### config.mk
export PLATFORM = sky130hd
export DESIGN_NAME = csr_commit_ctrl
export DESIGN_NICKNAME = d
export VERILOG_FILES = /design/src/rtl/csr_commit_ctrl.sv
export SDC_FILE = /design/constraint.sdc
export NUM_CORES = 1
export LEC_CHECK = 0
export BUFFER_PORTS_ARGS = -buffer_cell sky130_fd_sc_hd__buf_2
export CAP_MARGIN = 20
export CORE_AREA = 2 2 204 206
export DETAILED_ROUTE_END_ITERATION = 8
export DIE_AREA = 0 0 206 208
export PLACE_DENSITY_LB_ADDON = 0.25
export SLEW_MARGIN = 20
export SYNTH_ARGS = -nofsm -noshare
export SYNTH_HDL_FRONTEND = slang
export SYNTH_SLANG_ARGS = --single-unit
### constraint.sdc
create_clock -name clk -period 2.1 [get_ports clk]
set_input_delay 0.42 -clock clk [delete_from_list [all_inputs] [get_ports clk]]
set_output_delay 0.42 -clock clk [all_outputs]
set_load 0.1 [all_outputs]
### src/rtl/csr_commit_ctrl.sv
// Write-back commit controller: holds the WB instruction, drives CSR/GPR write ports,
// reports exceptions/ertn to the CSR file and redirects fetch after state-changing commits.
module csr_commit_ctrl (
  input  logic        clk,
  input  logic        resetn,
  // MEM -> WB handshake and payload
  input  logic        ms_valid,
  output logic        ms_ready,
  input  logic [31:0] ms_pc,
  input  logic [1:0]  ms_csr_op,
  input  logic [13:0] ms_csr_num,
  input  logic [31:0] ms_csr_wvalue,
  input  logic [31:0] ms_csr_mask,
  input  logic        ms_ertn,
  input  logic        ms_ex,
  input  logic [5:0]  ms_ecode,
  input  logic [8:0]  ms_esubcode,
  input  logic [31:0] ms_vaddr,
  input  logic        ms_rf_we,
  input  logic [4:0]  ms_rf_waddr,
  input  logic [31:0] ms_result,
  // CSR file port
  output logic        csr_re,
  output logic        csr_we,
  output logic [13:0] csr_num,
  output logic [31:0] csr_wmask,
  output logic [31:0] csr_wvalue,
  input  logic [31:0] csr_rvalue,
  input  logic        has_int,
  input  logic [31:0] ex_entry,
  input  logic [31:0] ertn_entry,
  // exception / ertn reporting
  output logic        wb_ex,
  output logic        ertn_flush,
  output logic [5:0]  wb_ecode,
  output logic [8:0]  wb_esubcode,
  output logic [31:0] wb_vaddr,
  output logic [31:0] wb_pc,
  // GPR write port
  output logic        rf_we,
  output logic [4:0]  rf_waddr,
  output logic [31:0] rf_wdata,
  // fetch redirect
  output logic        flush,
  output logic [31:0] flush_target
);

  localparam logic [1:0] OpNone   = 2'b00;
  localparam logic [1:0] OpCsrwr  = 2'b10;
  localparam logic [1:0] OpCsrxch = 2'b11;

  typedef enum logic [0:0] {StRun, StFlush} state_e;

  state_e      state_q, state_d;
  logic        flush_q, flush_d;
  logic [31:0] flush_target_q, flush_target_d;

  logic        ws_valid_q, ws_valid_d;
  logic [31:0] ws_pc_q, ws_pc_d;
  logic [1:0]  ws_csr_op_q, ws_csr_op_d;
  logic [13:0] ws_csr_num_q, ws_csr_num_d;
  logic [31:0] ws_csr_wvalue_q, ws_csr_wvalue_d;
  logic [31:0] ws_csr_mask_q, ws_csr_mask_d;
  logic        ws_ertn_q, ws_ertn_d;
  logic        ws_ex_q, ws_ex_d;
  logic [5:0]  ws_ecode_q, ws_ecode_d;
  logic [8:0]  ws_esubcode_q, ws_esubcode_d;
  logic [31:0] ws_vaddr_q, ws_vaddr_d;
  logic        ws_rf_we_q, ws_rf_we_d;
  logic [4:0]  ws_rf_waddr_q, ws_rf_waddr_d;
  logic [31:0] ws_result_q, ws_result_d;

  logic        redirect;
  logic [31:0] redirect_target;
  logic        accept;

  // Both states take whatever MEM offers; FLUSH simply discards it.
  assign ms_ready     = 1'b1;
  assign flush        = flush_q;
  assign flush_target = flush_target_q;

  // Commit decode: purely combinational from the WB register.
  always_comb begin
    csr_re          = 1'b0;
    csr_we          = 1'b0;
    csr_num         = 14'd0;
    csr_wmask       = 32'd0;
    csr_wvalue      = 32'd0;
    wb_ex           = 1'b0;
    ertn_flush      = 1'b0;
    wb_ecode        = 6'd0;
    wb_esubcode     = 9'd0;
    wb_vaddr        = 32'd0;
    wb_pc           = 32'd0;
    rf_we           = 1'b0;
    rf_waddr        = 5'd0;
    rf_wdata        = 32'd0;
    redirect        = 1'b0;
    redirect_target = 32'd0;

    if (ws_valid_q) begin
      wb_pc = ws_pc_q;
      if (ws_ex_q) begin
        // Exception suppresses every architectural side effect, ertn included.
        wb_ex           = 1'b1;
        wb_ecode        = ws_ecode_q;
        wb_esubcode     = ws_esubcode_q;
        wb_vaddr        = ws_vaddr_q;
        redirect        = 1'b1;
        redirect_target = ex_entry;
      end else if (ws_ertn_q) begin
        ertn_flush      = 1'b1;
        redirect        = 1'b1;
        redirect_target = ertn_entry;
      end else if (ws_csr_op_q != OpNone) begin
        csr_re   = 1'b1;
        csr_num  = ws_csr_num_q;
        rf_we    = ws_rf_we_q;
        rf_waddr = ws_rf_waddr_q;
        rf_wdata = csr_rvalue;
        if (ws_csr_op_q == OpCsrwr || ws_csr_op_q == OpCsrxch) begin
          csr_we     = 1'b1;
          csr_wmask  = (ws_csr_op_q == OpCsrxch) ? ws_csr_mask_q : 32'hFFFF_FFFF;
          csr_wvalue = ws_csr_wvalue_q;
          // Refetch so younger instructions observe the new CSR state.
          redirect        = 1'b1;
          redirect_target = ws_pc_q + 32'd4;
        end
      end else begin
        rf_we    = ws_rf_we_q;
        rf_waddr = ws_rf_waddr_q;
        rf_wdata = ws_result_q;
      end
    end
  end

  // Next-state: FSM, WB register and registered redirect outputs.
  always_comb begin
    state_d         = state_q;
    flush_d         = 1'b0;
    flush_target_d  = flush_target_q;
    ws_valid_d      = 1'b0;
    accept          = 1'b0;

    ws_pc_d         = ws_pc_q;
    ws_csr_op_d     = ws_csr_op_q;
    ws_csr_num_d    = ws_csr_num_q;
    ws_csr_wvalue_d = ws_csr_wvalue_q;
    ws_csr_mask_d   = ws_csr_mask_q;
    ws_ertn_d       = ws_ertn_q;
    ws_ex_d         = ws_ex_q;
    ws_ecode_d      = ws_ecode_q;
    ws_esubcode_d   = ws_esubcode_q;
    ws_vaddr_d      = ws_vaddr_q;
    ws_rf_we_d      = ws_rf_we_q;
    ws_rf_waddr_d   = ws_rf_waddr_q;
    ws_result_d     = ws_result_q;

    unique case (state_q)
      StRun: begin
        if (redirect) begin
          state_d        = StFlush;
          flush_d        = 1'b1;
          flush_target_d = redirect_target;
        end else if (ms_valid) begin
          accept = 1'b1;
        end
      end
      StFlush: begin
        state_d = StRun;
      end
      default: begin
        state_d = StRun;
      end
    endcase

    if (accept) begin
      ws_valid_d      = 1'b1;
      ws_pc_d         = ms_pc;
      ws_csr_op_d     = ms_csr_op;
      ws_csr_num_d    = ms_csr_num;
      ws_csr_wvalue_d = ms_csr_wvalue;
      ws_csr_mask_d   = ms_csr_mask;
      ws_ertn_d       = ms_ertn;
      ws_vaddr_d      = ms_vaddr;
      ws_rf_we_d      = ms_rf_we;
      ws_rf_waddr_d   = ms_rf_waddr;
      ws_result_d     = ms_result;
      // An upstream exception takes priority over a pending interrupt.
      if (!ms_ex && has_int) begin
        ws_ex_d       = 1'b1;
        ws_ecode_d    = 6'h00;
        ws_esubcode_d = 9'd0;
      end else begin
        ws_ex_d       = ms_ex;
        ws_ecode_d    = ms_ecode;
        ws_esubcode_d = ms_esubcode;
      end
    end
  end

  always_ff @(posedge clk or negedge resetn) begin
    if (!resetn) begin
      state_q         <= StRun;
      flush_q         <= 1'b0;
      flush_target_q  <= 32'd0;
      ws_valid_q      <= 1'b0;
      ws_pc_q         <= 32'd0;
      ws_csr_op_q     <= 2'd0;
      ws_csr_num_q    <= 14'd0;
      ws_csr_wvalue_q <= 32'd0;
      ws_csr_mask_q   <= 32'd0;
      ws_ertn_q       <= 1'b0;
      ws_ex_q         <= 1'b0;
      ws_ecode_q      <= 6'd0;
      ws_esubcode_q   <= 9'd0;
      ws_vaddr_q      <= 32'd0;
      ws_rf_we_q      <= 1'b0;
      ws_rf_waddr_q   <= 5'd0;
      ws_result_q     <= 32'd0;
    end else begin
      state_q         <= state_d;
      flush_q         <= flush_d;
      flush_target_q  <= flush_target_d;
      ws_valid_q      <= ws_valid_d;
      ws_pc_q         <= ws_pc_d;
      ws_csr_op_q     <= ws_csr_op_d;
      ws_csr_num_q    <= ws_csr_num_d;
      ws_csr_wvalue_q <= ws_csr_wvalue_d;
      ws_csr_mask_q   <= ws_csr_mask_d;
      ws_ertn_q       <= ws_ertn_d;
      ws_ex_q         <= ws_ex_d;
      ws_ecode_q      <= ws_ecode_d;
      ws_esubcode_q   <= ws_esubcode_d;
      ws_vaddr_q      <= ws_vaddr_d;
      ws_rf_we_q      <= ws_rf_we_d;
      ws_rf_waddr_q   <= ws_rf_waddr_d;
      ws_result_q     <= ws_result_d;
    end
  end

endmodule

# Word-level counts from Yosys, hierarchy flattened
# Cells that the tools add are included.
[word_totals]
regBits = 234
input_bits = 299
output_inout_bits = 233
wordCells = 90
[classes]
addsub = 1
eq_ne = 2
muxes = 64
n_bitwise = 1
reduce_logical = 5
[op_table]
columns = ["operator", "n"]
rows = [
  ["$mux 32", 23],
  ["$mux 14", 4],
  ["$add 32x3->32 const B", 1],
  ["$mux 1", 27],
  ["$mux 9", 3],
  ["$mux 6", 3],
  ["$mux 5", 3],
  ["$eq 2x2->1 const B", 2],
  ["$pmux 1 s2", 1],
  ["$reduce_and 2->1", 1],
  ["$reduce_bool 2->1", 1],
  ["$logic_and 1x1->1", 1],
  ["$logic_not 1->1", 1],
  ["$logic_or 1x1->1", 1],
  ["$not 1->1", 1],
]

# Depth between registers and ports, before layout
# Gate-level depths: netlist (run 1).
[depth]
depth_word = 10
depth_mapped = 9
ltp_nobuf = 6

# Least setup slack after synthesis (run 1)
# OpenSTA, ideal clock, no wires.
[synth_timing]
path_type = "reg-to-output"
from = "register ws_csr_op_q[1]"
to = "output csr_wvalue[22]"
arrival_ns = 3.091
path_slack_ns = -1.411
path_stages_with_launch = 8
path_buffers = 3
path_cell_list = "dfrtp_1 -> clkbuf_1 -> nor2b_1 -> clkbuf_1 -> nand3_1 -> inv_1 -> clkbuf_1 -> and2_1"
[synth_between]
elab_chain_cells = 7
[synth_rtl]
columns = ["item", "line", "text"]
rows = [
  ["start, declared", "60", "logic [1:0] ws_csr_op_q, ws_csr_op_d;"],
  ["start signal, assigned", "227", "ws_csr_op_q <= ws_csr_op_d;"],
  ["$eq 2x2->1", "121", "if (ws_csr_op_q == OpCsrwr || ws_csr_op_q == OpCsrxch) begin"],
  ["$logic_or 1x1->1", "121", ""],
  ["$mux 32", "121", ""],
  ["$mux 32 (*)", "115", "end else if (ws_csr_op_q != OpNone) begin"],
  ["$mux 32 (*)", "111", "end else if (ws_ertn_q) begin"],
  ["$mux 32 (*)", "103", "if (ws_ex_q) begin"],
  ["$mux 32 (*)", "101", "if (ws_valid_q) begin"],
  ["end, declared", "27", "output logic [31:0] csr_wvalue,"],
]
# Every way passes the cells marked *; elsewhere a longest branch is shown, timed or not.

# Worst setup path after layout (run 1)
[layout_timing]
from = "register ws_ex_q"
to = "output rf_wdata[1]"
[layout_between]
elab_chain_cells = 2
[layout_rtl]
columns = ["item", "line", "text"]
rows = [
  ["start, declared", "65", "logic ws_ex_q, ws_ex_d;"],
  ["start signal, assigned", "232", "ws_ex_q <= ws_ex_d;"],
  ["$mux 32", "103", ""],
  ["$mux 32", "101", ""],
  ["end, declared", "42", "output logic [31:0] rf_wdata,"],
]
# No other way between the ends.

==> run_results.csv, run 1 <==
group,metric,value,unit
outcome,status,"finished, violations left",
outcome,violations,"negative setup slack",
worst_setup_path,regToRegStartpoint,"ws_ertn_q",
placed_design,placed_cell_area,0.01914,mm^2
worst_setup_path,crit_buf_inv,2,
die,fp.dieH,208,um
power_and_ir_drop,total_power,41840,uW
worst_setup_path,path_common_cell,"buf_12",
synth,yosys.area_share.adder,0.1092,%
synth,synth_edf_count,0,
synth,ys_warn_count,0,
placed_design,hpwlAfterDp,35.75,mm
grt,grt-busiest-layer,"met2",
worst_setup_path,cp_slowest_cell,"dfrtp_2",
synth,synth_xor_area_share,1.452,%
worst_setup_path,crit_chain,"nand2b_4 > or2_4 > buf_12 > a21oi_4 > buf_12",
power_and_ir_drop,ir_worst_vdd,0.0008641,V
flow_run,max_cap_violations,0,
worst_setup_path,worst_setup_path_end_kind,"output pin",
synth,synthMuxAreaShare,0,%
cells_and_area,fin_util,60.35,%
routing,vias,13347,
timing,finalCritPeriodShare,116.6,%
timing,fin_skew,0.02894,ns
worst_setup_path,crit_required,1.68,ns
routing,wirelength,60.01,mm
synth,synthFlopType,"dfrtp_1",
power_and_ir_drop,p_leak,0.01155,uW
timing,fin_ws,-0.3494,ns
routing,drt_iter0_markers,853,
cells_and_area,design_area,0.02447,mm^2
die,floorplan.rows,74,
min_path,hold_start,"ms_vaddr[3]",
synth,synth_top_family_by_area,"simple AND/OR/NAND/NOR gates",
die,die_x,206,um
routing,vias_per_cell,4.997,
clock_network,cts.sinks,233,
cells_and_area,final_cell_mix,"buf_2, nand2_1, buf_12, dfrtp_1, nand2_2",
clock_network,clk_pin_slew,0.06,ns
clock_network,ctsLongestPathBuffers,3,
synth,yosysSeqAreaShare,50.87,%
min_path,min_path_type,"input pin to flip-flop",
die,initial_core_util,28.26,%
worst_setup_path,criticalPathCategory,"flip-flop to output pin",
cells_and_area,area_growth,113.5,%
routing,drcViolationCount,0,
grt,track_usage,22.79,%
worst_setup_path,crit_fanout,6,
timing,tightestPinTransition,0.7418,ns
grt,gr-total-overflow,0,
timing,rsz0062_at_grt,"yes",
die,dieArea,0.04285,mm^2
synth,synth_fp_nets,1743,
grt,grt_pass1_wl,75.33,mm
grt,grt.met3_usage,5.655,%
worst_setup_path,startpoint_type,"flip-flop",
worst_setup_path,slowest_delay,0.40,ns
grt,use_met2,39.41,%
synth,synth_compound_area_share,10.50,%
placed_design,port_buffers,530,
timing,setup_viol,374,
routing,wire_per_inst,22.47,um
synth,syn_avg_cell_area,7.942,um^2
cells_and_area,nets,2408,
grt,antenna_found_initial,17,
clock_network,cts_made_buffers,28,
timing,slew_violations,0,
timing,hold_viol,0,
cells_and_area,drive_above_1_share,62.54,%
synth,ys_types,46,
worst_setup_path,cp_top_family,"simple AND/OR/NAND/NOR gates",
die,core-area,0.04055,mm^2
clock_network,cts_tree,"done",
worst_setup_path,critPathLaunch,"ws_ex_q",
placed_design,gp_congestion,0.8947,
timing,fmax,408.3,MHz
grt,grt_pass1_vias,12607,
timing,fin_crit,2.449,ns
grt,grt_max_degree,78,
power_and_ir_drop,p_per_area,1710,mW/mm^2
routing,drt-pass1-iter-count,5,
synth,syn_area,0.01146,mm^2
timing,holdWs,0.03180,ns
cells_and_area,fillCellCount,3234,
clock_network,clockRootBuffer,"clkbuf_16",
die,ios,532,
synth,async_flop_share,100.0,%
clock_network,clock_latency,0.58,ns
timing,max_slew_margin,50.54,%
routing,ant_nets,0,
grt,met1_usage,27.81,%
synth,synthCells,1443,
synth,ys_ff_latch,233,
clock_network,htreeDepth,1,
cells_and_area,layout_commonest_cell,"buf_2",
worst_setup_path,cp.arrival,2.03,ns
synth,synth-simple-area-share,32.03,%
==> registers in the layout, summed over array words and instances (netlist names) <==
| name | cells |
|---|---|
| ws_csr_mask_q | 32 |
| ws_csr_op_q | 2 |
| ws_pc_q | 32 |
| ws_csr_wvalue_q | 32 |
| ws_csr_num_q | 14 |
| ws_esubcode_q | 9 |
| ws_valid_q | 1 |
| ws_ecode_q | 6 |
| ws_result_q | 32 |
| ws_ex_q | 1 |
| ws_rf_we_q | 1 |
| ws_rf_waddr_q | 5 |
| flush_target | 32 |
| flush | 1 |
| ws_ertn_q | 1 |
| ws_vaddr_q | 32 |
==> cells in the mapped netlist (11+ instances only) <==
| master | instances | area [um^2] |
|---|---|---|
| a21oi_1 | 91 | 455.4 |
| a221oi_1 | 17 | 148.9 |
| and2_1 | 73 | 456.7 |
| and3_1 | 65 | 406.6 |
| buf_2 | 20 | 100.1 |
| clkbuf_1 | 79 | 296.5 |
| dfrtp_1 | 233 | 5831 |
| inv_1 | 36 | 135.1 |
| nand2_1 | 606 | 2275 |
| nand3_1 | 27 | 135.1 |
| nor2_1 | 15 | 56.30 |
| o21ai_0 | 66 | 330.3 |
| o22ai_1 | 13 | 81.33 |
| xor2_1 | 11 | 96.34 |
==> kinds of logic (layout without fill, tap and decap cells) <==
logic type / after synthesis / in the layout
AND/OR/NAND/NOR: 833 / 833
flip-flops: 233 / 233
AO/OA/AOI/OAI: 213 / 213
buffers and inverters: 143 / 825
XOR/XNOR: 19 / 19
adder cells (fa/ha/maj): 1 / 1
other: 1 / 15
==> worst reg2reg max path, delay by kind of cell, from the launching register on <==
kind                   cells  cell delay, ns
buffers and inverters      8            1.08
and+or+nand+nor            5            0.73
DFF                        1            0.42
==> through the flow <==
step | setup slack (ns) | setup TNS [ns] | std cells
final | -0.3494 | -64.78 | 2671
after CTS | -0.3558 | -63.63 | 2570
after global placement | 0.1114 | 0 | 2481
after global routing | -0.4061 | -86.61 | 2670
after detailed placement | 0.1030 | 0 | 2481
after floorplan | -0.05486 | -2.149 | 1443
==> final timing paths <==
kind                                         end  slack [ns]  cells after the start
worst max-delay path                 rf_wdata[1]       -0.35                      5
min in group asynchronous            ws_pc_q[24]        0.46                      2
worst min-delay path               ws_vaddr_q[3]        0.03                      3
worst min register to register  ws_rf_waddr_q[2]        0.47                      2
worst max register to register    ws_result_q[9]       -0.19                     13
max in group asynchronous         ws_csr_op_q[0]        0.94                      3
==> layer usage <==
metal  routed length (um)  part of all wire, %
met4                 1916                  3.2
met5                   13                0.022
met2                29940                   50
met1                23510                   39
met3                 4630                  7.7
==> timing repair <==
action / in CTS / in global routing
resized for setup: 154 / 541
setup buffers: 27 / 26
cloned: 15 / 67
hold buffers: 1 / 0
pin swaps: 43 / 201
setup endpoints to repair: 199 / 411
endpoints found under the hold margin: 48 / 0
==> area by class of cell <==
| type | instances | area, um^2 | share of cell area [%] |
|---|---|---|---|
| Antenna cell | 14 | 35.03 | 0.1431 |
| Clock buffer | 43 | 827.0 | 3.379 |
| Inverter | 38 | 172.7 | 0.7055 |
| Timing Repair Buffer | 739 | 9214 | 37.65 |
| Timing Repair inverter | 1 | 16.27 | 0.06646 |
| Multi-Input combinational cell | 1067 | 7646 | 31.24 |
| Clock inverter | 4 | 56.30 | 0.2301 |
| Tap cell | 532 | 665.6 | 2.720 |
| Sequential cell | 233 | 5841 | 23.86 |
==> power by group <==
part,internal [uW],total (uW),switching (uW)
Sequential,6700,8410,1710
Clock,2800,4790,1990
Combinational,11200,28600,17500
Note: power is estimated with default switching activity, not from simulation.
==> run 2, diff against run 1 <==
--- a/config.mk
+++ b/config.mk
@@ -7,9 +7,9 @@
 export LEC_CHECK = 0
 export BUFFER_PORTS_ARGS = -buffer_cell sky130_fd_sc_hd__buf_2
 export CAP_MARGIN = 20
-export CORE_AREA = 2 2 204 206
+export CORE_AREA = 2 2 207 209
 export DETAILED_ROUTE_END_ITERATION = 8
-export DIE_AREA = 0 0 206 208
+export DIE_AREA = 0 0 209 211
 export PLACE_DENSITY_LB_ADDON = 0.25
 export SLEW_MARGIN = 20
 export SYNTH_ARGS = -nofsm -noshare
==> constraint.sdc (replaced) <==
create_clock -name clk -period 2.59 [get_ports clk]
set_input_delay 0.518 -clock clk [delete_from_list [all_inputs] [get_ports clk]]
set_output_delay 0.518 -clock clk [all_outputs]
set_load 0.1 [all_outputs]
==> run_results.csv, run 2 (same netlist as run 1, synthesis figures left out) <==
group,metric,value,unit
clock_network,cts.sinks,233,
clock_network,ctsLongestPathBuffers,3,
worst_setup_path,critPathLaunch,"ws_csr_op_q[1]",
cells_and_area,final_cell_mix,"nand2_1, buf_2, dfrtp_1, buf_12, o21ai_0",
worst_setup_path,crit_fanout,16,
cells_and_area,fin_util,45.92,%
timing,tightestPinTransition,0.8059,ns
power_and_ir_drop,p_leak,0.009650,uW
placed_design,place_ws,0.07513,ns
timing,finalCritPeriodShare,102.5,%
flow_run,max_cap_violations,0,
grt,grt_pass1_vias,12312,
outcome,violations,"negative setup slack",
timing,max_slew_margin,46.27,%
routing,ant_nets,0,
routing,vias,12002,
cells_and_area,nets,2265,
die,initial_core_util,27.45,%
placed_design,gp_congestion,0.8448,
timing,hold_viol,0,
grt,grt_max_degree,138,
routing,drt_iter0_markers,679,
routing,wirelength,47.56,mm
cells_and_area,layout_commonest_cell,"nand2_1",
die,die_x,209,um
worst_setup_path,crit_chain,"buf_6 > nor2b_4 > nand3_4 > clkinvlp_4 > buf_12 > buf_16 > and2_4 > buf_12",
worst_setup_path,regToRegStartpoint,"ws_csr_op_q[1]",
routing,drt-pass1-iter-count,5,
min_path,hold_start,"ms_csr_num[5]",
cells_and_area,design_area,0.01917,mm^2
clock_network,clockRootBuffer,"clkbuf_16",
clock_network,clk_pin_slew,0.06,ns
cells_and_area,drive_above_1_share,39.84,%
worst_setup_path,cp_slowest_cell,"dfrtp_1",
worst_setup_path,worst_setup_path_end_kind,"output pin",
placed_design,port_buffers,530,
timing,fin_skew,0.01597,ns
die,dieArea,0.04410,mm^2
worst_setup_path,path_common_cell,"buf_12",
grt,gr-total-overflow,0,
timing,fmax,376.9,MHz
worst_setup_path,crit_required,2.07,ns
die,fp.dieH,211,um
timing,rsz0062_at_grt,"yes",
clock_network,clock_latency,0.56,ns
power_and_ir_drop,ir_worst_vdd,0.0006790,V
clock_network,cts_tree,"done",
routing,drcViolationCount,0,
die,core-area,0.04176,mm^2
cells_and_area,area_growth,67.30,%
routing,wire_per_inst,18.78,um
die,floorplan.rows,75,
grt,antenna_found_initial,8,
placed_design,hpwlAfterDp,33.86,mm
timing,setup_viol,25,
worst_setup_path,cp_top_family,"buffers and inverters",
power_and_ir_drop,p_per_area,1377,mW/mm^2
worst_setup_path,criticalPathCategory,"flip-flop to output pin",
min_path,min_path_type,"input pin to flip-flop",
die,ios,532,
placed_design,placed_cell_area,0.01723,mm^2
grt,track_usage,20.98,%
worst_setup_path,crit_buf_inv,5,
worst_setup_path,cp.arrival,2.14,ns
routing,vias_per_cell,4.738,
timing,fin_ws,-0.06356,ns
grt,grt_pass1_wl,72.71,mm
worst_setup_path,startpoint_type,"flip-flop",
clock_network,htreeDepth,1,
clock_network,cts_made_buffers,29,
timing,fin_crit,2.654,ns
outcome,status,"finished, violations left",
worst_setup_path,slowest_delay,0.38,ns
timing,slew_violations,0,
run 2: cell count changes in the layout (fill, tap and decap cells not counted), moves of 34 or more:
cell	previous run	this run
clkbuf_4	0	36
buf_12	242	132
nand2_1	296	574
and3_1	3	64
nand2_4	89	30
clkbuf_16	75	32
and3_4	62	0
nand2_2	220	2
o21ai_0	31	65
run 2: routing by layer:
| layer | vias up | routed length [um] | track usage (%) |
|---|---|---|---|
| li1 | 5738 | - | - |
| met1 | 5820 | 19050 | 25.44 |
| met2 | 376 | 24730 | 37.52 |
| met3 | 64 | 2744 | 4.371 |
| met4 | 4 | 1014 | 6.108 |
| met5 | - | 23 | 0 |
run 2: what timing repair did:
action	in CTS	in global routing
gates resized for setup	66	148
pin swaps	2	39
setup buffers	14	5
gates cloned	6	3
hold endpoints to repair	54	0
hold buffers	1	0
setup endpoints to repair	117	191
run 2: final timing paths:
check | endpoint | slack (ns) | depth (start not counted)
setup / recovery | csr_wvalue[24] | -0.06 | 8
max in group asynchronous | ws_csr_wvalue_q[25] | 1.24 | 3
setup reg to reg | ws_csr_op_q[0] | 0.15 | 9
hold reg to reg | ws_ecode_q[4] | 0.46 | 2
min in group asynchronous | ws_csr_mask_q[14] | 0.49 | 2
hold / removal | ws_csr_num_q[5] | 0.14 | 3
run 2: report_power, final:
group          internal [uW]  switching, uW  total (uW)
clock network           2230           1660        3900
registers               5420           1300        6720
logic                   4300          11500       15800
total                  12000          14400       26400
run 2: per-stage QoR:
step	TNS (ns)	instances	hold WS [ns]	power [uW]
finish	-1.364	2533	0.1384	26400
floorplan	-3.807	1443	0.2224	17230
global placement	0	2446	0.4429	21080
detailed placement	0	2446	0.4482	21310
CTS	-4.072	2521	0.1094	25890
global route	-5.482	2532	0.1220	27900
run 2: final cells by class:
| cell class | instances | area, um^2 |
|---|---|---|
| clock buffers | 41 | 830.8 |
| flip-flops and latches | 233 | 5838 |
| fillers | 4023 | 22580 |
| multi-input cells | 1069 | 6155 |
| clock inverters | 13 | 81.33 |
| repair buffers | 594 | 5429 |
| well taps | 539 | 674.4 |
| inverters | 38 | 151.4 |
| diodes | 6 | 15.01 |
run 2: worst min-delay path, cell delays in order:
cell and delay [ns]:
buf_2 0.07, nand2_1 0.04, nand2_1 0.04
